==> config.mk <==
export PLATFORM = sky130hd
export DESIGN_NAME = dsp_addr_seq
export DESIGN_NICKNAME = d
export VERILOG_FILES = /design/src/rtl/dsp_addr_seq.sv
export SDC_FILE = /design/constraint.sdc
export NUM_CORES = 1
export LEC_CHECK = 0
export CAP_MARGIN = 25
export CELL_PAD_IN_SITES_DETAIL_PLACEMENT = 2
export CELL_PAD_IN_SITES_GLOBAL_PLACEMENT = 2
export CORE_ASPECT_RATIO = 0.9
export CORE_MARGIN = 5
export CORE_UTILIZATION = 27
export CTS_BUF_LIST = sky130_fd_sc_hd__clkbuf_8
export CTS_CLUSTER_DIAMETER = 60
export DETAILED_ROUTE_END_ITERATION = 10
export GPL_TIMING_DRIVEN = 0
export PLACE_DENSITY_LB_ADDON = 0.1
export SLEW_MARGIN = 15
export SYNTH_ARGS = -nofsm -noshare
export SYNTH_HDL_FRONTEND = slang
export SYNTH_SLANG_ARGS = --single-unit
export TNS_END_PERCENT = 100
==> constraint.sdc <==
create_clock -name clk -period 3.55 [get_ports clk]
set_input_delay 0.8875 -clock clk [delete_from_list [all_inputs] [get_ports clk]]
set_output_delay 0.8875 -clock clk [all_outputs]
set_load 0.02 [all_outputs]
==> src/rtl/dsp_addr_seq.sv <==
// Burst address sequencer driving the DSP loop counter.
// Emits base + ctr_val per handshake and closes on the counter's end event.
module dsp_addr_seq #(
  parameter int COUNTER_WIDTH = 32,
  parameter int ADDR_WIDTH    = 16,
  parameter int DRAIN_LIMIT   = 4
) (
  input  logic                     clk,
  input  logic                     rst,
  input  logic                     abort,
  input  logic                     cmd_valid,
  output logic                     cmd_ready,
  input  logic [ADDR_WIDTH-1:0]    cmd_base,
  input  logic [COUNTER_WIDTH-1:0] cmd_length,
  output logic [ADDR_WIDTH-1:0]    addr_out,
  output logic                     addr_valid,
  input  logic                     addr_ready,
  output logic                     busy,
  output logic                     done,
  output logic                     err,
  output logic                     ctr_rst,
  output logic                     ctr_load,
  output logic [COUNTER_WIDTH-1:0] ctr_end_val,
  output logic                     ctr_enable,
  input  logic [COUNTER_WIDTH-1:0] ctr_val,
  input  logic                     ctr_event
);

  localparam int DW = $clog2(DRAIN_LIMIT + 1);

  typedef enum logic [2:0] {
    S_IDLE,
    S_LOAD,
    S_RUN,
    S_DRAIN,
    S_DONE
  } state_t;

  state_t                   r_state;
  state_t                   w_next;
  logic [ADDR_WIDTH-1:0]    r_base;
  logic [COUNTER_WIDTH-1:0] r_end;
  logic [DW-1:0]            r_drain;
  logic                     r_err;

  logic w_abort;
  logic w_accept;
  logic w_hs;
  logic w_last;
  logic w_timeout;

  assign w_abort   = abort && (r_state != S_IDLE);
  assign w_accept  = (r_state == S_IDLE) && cmd_valid && !abort;
  assign w_hs      = (r_state == S_RUN) && addr_ready && !abort;
  assign w_last    = w_hs && (ctr_val == r_end);
  assign w_timeout = (r_state == S_DRAIN) && !ctr_event &&
                     (r_drain == DW'(DRAIN_LIMIT - 1));

  assign busy        = (r_state != S_IDLE);
  assign err         = r_err;
  assign ctr_end_val = r_end;

  always_ff @(posedge clk or negedge rst) begin
    if (!rst) begin
      r_state <= S_IDLE;
    end else begin
      r_state <= w_next;
    end
  end

  always_ff @(posedge clk or negedge rst) begin
    if (!rst) begin
      r_base <= '0;
      r_end  <= '0;
    end else if (w_accept) begin
      r_base <= cmd_base;
      r_end  <= cmd_length - 1'b1;
    end
  end

  // Counts cycles spent in DRAIN; cleared whenever DRAIN is left.
  always_ff @(posedge clk or negedge rst) begin
    if (!rst) begin
      r_drain <= '0;
    end else if ((r_state == S_DRAIN) && !abort) begin
      r_drain <= r_drain + 1'b1;
    end else begin
      r_drain <= '0;
    end
  end

  always_ff @(posedge clk or negedge rst) begin
    if (!rst) begin
      r_err <= 1'b0;
    end else if (w_timeout && !abort) begin
      r_err <= 1'b1;
    end
  end

  always_comb begin
    w_next     = r_state;
    cmd_ready  = 1'b0;
    addr_valid = 1'b0;
    addr_out   = '0;
    done       = 1'b0;
    ctr_rst    = 1'b0;
    ctr_load   = 1'b0;
    ctr_enable = 1'b0;
    if (w_abort) begin
      // Realign the counter on the same edge the FSM returns to IDLE.
      w_next  = S_IDLE;
      ctr_rst = 1'b1;
    end else begin
      unique case (r_state)
        S_IDLE: begin
          cmd_ready = !abort;
          if (w_accept) begin
            w_next = (cmd_length == '0) ? S_DONE : S_LOAD;
          end
        end
        S_LOAD: begin
          ctr_rst  = 1'b1;
          ctr_load = 1'b1;
          w_next   = S_RUN;
        end
        S_RUN: begin
          addr_valid = 1'b1;
          addr_out   = r_base + ctr_val[ADDR_WIDTH-1:0];
          ctr_enable = addr_ready;
          if (w_last) begin
            w_next = S_DRAIN;
          end
        end
        S_DRAIN: begin
          ctr_enable = 1'b1;
          if (ctr_event || w_timeout) begin
            w_next = S_DONE;
          end
        end
        S_DONE: begin
          done   = 1'b1;
          w_next = S_IDLE;
        end
        default: begin
          w_next = S_IDLE;
        end
      endcase
    end
  end

endmodule

==> Word level (Yosys, flattened, before mapping) <==
Cells that the tools add are included.
{ "totals": {"ff_bits": 55, "in_bits": 86, "output_inout_bits": 56, "elab_cells": 54} }
{ "classes": {"add_sub_neg": 3, "n_eq_ne": 9, "muxes": 20, "n_reduce_logical": 17} }
{ "ops": {"columns": ["op", "count"], "rows": [
  ["32-bit == test", 1],
  ["32-bit zero test", 1],
  ["16-bit 2-to-1 mux", 2],
  ["32-bit by 1-bit subtractor with 32-bit output, second input constant", 1],
  ["3-bit 2-to-1 mux", 6],
  ["16-bit adder", 1],
  ["3-bit case mux with 4 select lines", 1],
  ["1-bit logical AND", 10],
  ["1-bit 2-to-1 mux", 10],
  ["3-bit by 2-bit == test with 1-bit output, second input constant", 3],
  ["3-bit inequality test, second input constant", 2],
  ["3-bit by 1-bit adder with 3-bit output, second input constant", 1],
  ["3-bit by 1-bit == test with 1-bit output, second input constant", 1],
  ["3-bit == test, second input constant", 1],
  ["3-bit zero test", 1],
  ["3-bit by 2-bit inequality test with 1-bit output, second input constant", 1],
  ["3-bit AND reduction", 1],
  ["3-bit nonzero test", 1],
  ["1-bit zero test", 2],
  ["1-bit case mux with 2 select lines", 1],
  ["1-bit logical OR", 1]
]} }

==> Longest topological paths before layout <==
{ "logic_depth": {"word_depth": 7, "ltp_mapped": 9, "mapped_depth_nobuf": 9} }

==> Worst setup path before layout <==
OpenSTA, ideal clock, no wires.
{ "synth_path": {"path_type": "input to output", "startpoint": "input ctr_val[0]", "endpoint": "output addr_out[14]", "arrival_ns": 2.725, "t_required_ns": 2.663, "slack_ns": -0.062, "cell_stages": 9, "path_buffers": 0, "path_cell_list": "ha_1 > inv_1 > fa_1 > nor2b_1 > o2111ai_1 > a311oi_1 > a221oi_1 > xor2_1 > nor2_1"} }
{ "synth_between": {"elab_chain_cells": 3} }
{ "synth_rtl": {"columns": ["element", "line_no", "text"], "rows": [
  ["start, declared", "25", "input logic [COUNTER_WIDTH-1:0] ctr_val,"],
  ["16-bit adder", "128", "addr_out = r_base + ctr_val[ADDR_WIDTH-1:0];"],
  ["16-bit 2-to-1 mux", "114", "unique case (r_state)"],
  ["16-bit 2-to-1 mux", "109", "if (w_abort) begin"],
  ["end, declared", "15", "output logic [ADDR_WIDTH-1:0] addr_out,"]
]} }
No other way between the ends.

==> Worst setup path after layout <==
Same ends and word-level chain as after synthesis.

==> results_dict.tcl <==
set metrics [dict create \
    grt_max_degree 30 \
    period_share 1.04 \
    synth_warnings 0 \
    ys_seq_area_frac 0.355 \
    p_int_uw 2500 \
    place_area_um2 5540 \
    maxSlewViolCount 0 \
    avgSynthCellArea_um2 9.28 \
    worstMarginPinSlew_ps 770 \
    drtPass1Iterations 4 \
    multi_input_area_um2 2730 \
    dp_slack_ps -1600 \
    floorplan.io_pins 142 \
    critPathLaunch "ctr_val[0]" \
    p_sw_frac 0.444 \
    fmax_ghz 0.272 \
    synthArstFlopShare 1.00 \
    grt_pass1_vias 4413 \
    vias_per_cell 4.87 \
    fin_ws_ps -131 \
    power_frac_clock 0.107 \
    end_kind "primary output" \
    synth_top_cell_area_share 0.355 \
    sequentialPowerShare 0.267 \
    violations "setup timing" \
    dp_hpwl_um 12300 \
    die_area_um2 16900 \
    cts_tree "done" \
    holdCritStartpoint "r_drain[0]" \
    cts_root_buf "clkbuf_8" \
    cts_buffers 5 \
    die_w_um 136 \
    synth-edff-count 0 \
    drcViolationCount 0 \
    netlist_instances 418 \
    power_switching_uw 1990 \
    htree_num_levels 2 \
    crit-reg2reg-launch "r_state[1]" \
    p_per_area_nw_per_um2 738 \
    grt_pass1_wl_um 24500 \
    skew_ps 4.30 \
    gr-total-overflow 0 \
    max_cap_viol_count 0 \
    drtIter0Drc 119 \
    timing.hold.ws_ps 454 \
    vias 3771 \
    final_nets 686 \
    status "complete, but fails checks" \
    synthTopCellsByArea "dfrtp_1 (35%), xor2_1 (9.9%), ha_1 (6.1%)" \
    fin_crit_ps 3680 \
    ys_ff_latch 55 \
    synth_top_area_cell "dfrtp_1" \
    wl_um 15600 \
    place_congestion 0.836 \
    cts.clk_slew.worst_paths_ps 110 \
    clockBufferDepth 2 \
    seq_area_um2 1380 \
    core_area_um2 14100 \
    design_area_um2 6080 \
    io_buffers 140 \
    layout-drive-gt1-share 0.220 \
    setup_viol 2 \
    ctsHoldBuffers 0 \
    grtUsageTotal 0.191 \
    antenna_found_initial 1 \
    synthTopCellsByCount "dfrtp_1 (55), xor2_1 (44), nand2_1 (40)" \
    syn_nets 524 \
    syn2layout_area_growth_pct 56.7 \
    peakVddDrop_mv 0.211 \
    crit_type "in -> out" \
    ant_nets 0 \
    worstHoldPathType "reg -> reg" \
    start_util 0.276 \
    worstPathMaxFanout 3 \
    syn_area_um2 3880 \
    combPwrFrac 0.626 \
    slew_headroom 0.487 \
    required_ps 2660 \
    routedWlPerCell_um 20.2 \
    clk_latency_ps 340 \
    die_h_um 124 \
    yosys.cell_types.count 57 \
    yosys.cell_count.top_type "dfrtp_1" \
    cts.sinks 55 \
    worstSetupStartpointType "primary input" \
    crit_arrival_ps 2790 \
    rows 41 \
    p_leak_uw 0.00245 \
    grt_setup_unrepaired "true" \
    finalHoldViolCount 0 \
    ys.flop_type "dfrtp_1" \
    num-fill-cells 1523 \
]
-- cell families after synthesis --
kind of cell / synth area share
buf+inv: 0.0323
fa+ha+maj: 0.0665
simple gates: 0.219
xor+xnor: 0.158
mux: 0.0494
compound gates: 0.120
flops: 0.355
-- critical path, cell delays in order --
cell	delay, ps
buf_8	80
ha_4	130
inv_2	40
fa_2	400
nor2b_4	160
o2111ai_4	170
a311oi_2	270
buf_4	190
a221oi_4	70
xor2_1	160
nor2_2	120
buf_6	130
-- power groups by stage --
stage	sequential (µW)	clock (µW)	combinational [µW]
4_1_cts	1200	494	2760
2_1_floorplan	1320	0	1150
5_1_grt	1240	522	3050
3_5_place_dp	1170	0	2350
6_report	1200	481	2810
3_3_place_gp	1160	0	2270
-- cell usage in the layout (no fill, tap or decap), types with 3 or more instances in the layout --
cell and n:
clkbuf_2 3, buf_4 20, ha_4 14, dlygate4sd2_1 9, o31ai_1 3, xnor2_1 25, xor2_1 44, buf_2 7
nor4b_1 3, inv_1 12, dfrtp_1 55, or3_1 7, nor3_2 6, o21ai_1 5, o21ai_0 25, clkbuf_1 8
a21oi_1 9, nand2_1 40, clkbuf_8 7, o21ai_2 7, buf_6 4, nand4_1 4, nor4_1 11, a21oi_2 4
a21o_1 6, nor2_1 33, or3_4 3, mux2_2 17, ha_1 5, clkdlybuf4s50_1 111, nor3_1 16
-- routing by layer --
metal / global-route usage / vias to the layer above / wire length [µm]
met5: 0 / - / 0
li1: - / 1793 / -
met2: 0.338 / 80 / 7770
met3: 0.0440 / 12 / 771
met1: 0.237 / 1886 / 6920
met4: 0.0447 / 0 / 184
-- timing repair --
| action | 4_1_cts | 5_1_grt |
|---|---|---|
| endpoints found under the setup margin | 15 | 12 |
| resized for setup | 129 | 19 |
| hold endpoints to repair | 0 | 0 |
| buffers inserted | 14 | 1 |
| pin swaps | 27 | 16 |
-- worst paths after layout --
check / endpoint / slack (ps) / depth (start not counted)
worst max-delay path: addr_out[14] / -130 / 12
worst min-delay path: r_drain[0] / 450 / 1
worst max register to register: r_base[1] / 1220 / 5
worst min register to register: r_drain[0] / 450 / 1
max in group asynchronous: r_base[2] / 2580 / 2
min in group asynchronous: ctr_end_val[18] / 460 / 1
-- per-stage QoR --
step,util,cells,setup TNS [ps],power [µW]
2_1_floorplan,-,418,0,2470
3_3_place_gp,0.393,751,-37840,3430
3_5_place_dp,0.394,752,-14470,3520
4_1_cts,0.430,773,-394,4450
5_1_grt,0.432,775,-745,4810
6_report,0.432,775,-215,4480
-- layout make-up --
type	count	area share
clock buffer	6	0.0136
clock inverter	2	0.00576
timing repair buffer	156	0.244
sequential	55	0.226
buffer	15	0.0126
antenna	1	0.000412
multi-input combinational	334	0.449
tap	193	0.0397
inverter	13	0.00803
-- flip-flops by register name, indices dropped and copies added, names as in the netlist --
| signal | flops |
|---|---|
| ctr_end_val | 32 |
| err | 1 |
| r_base | 16 |
| r_drain | 3 |
| r_state | 3 |
(Power assumes the default switching activity.)
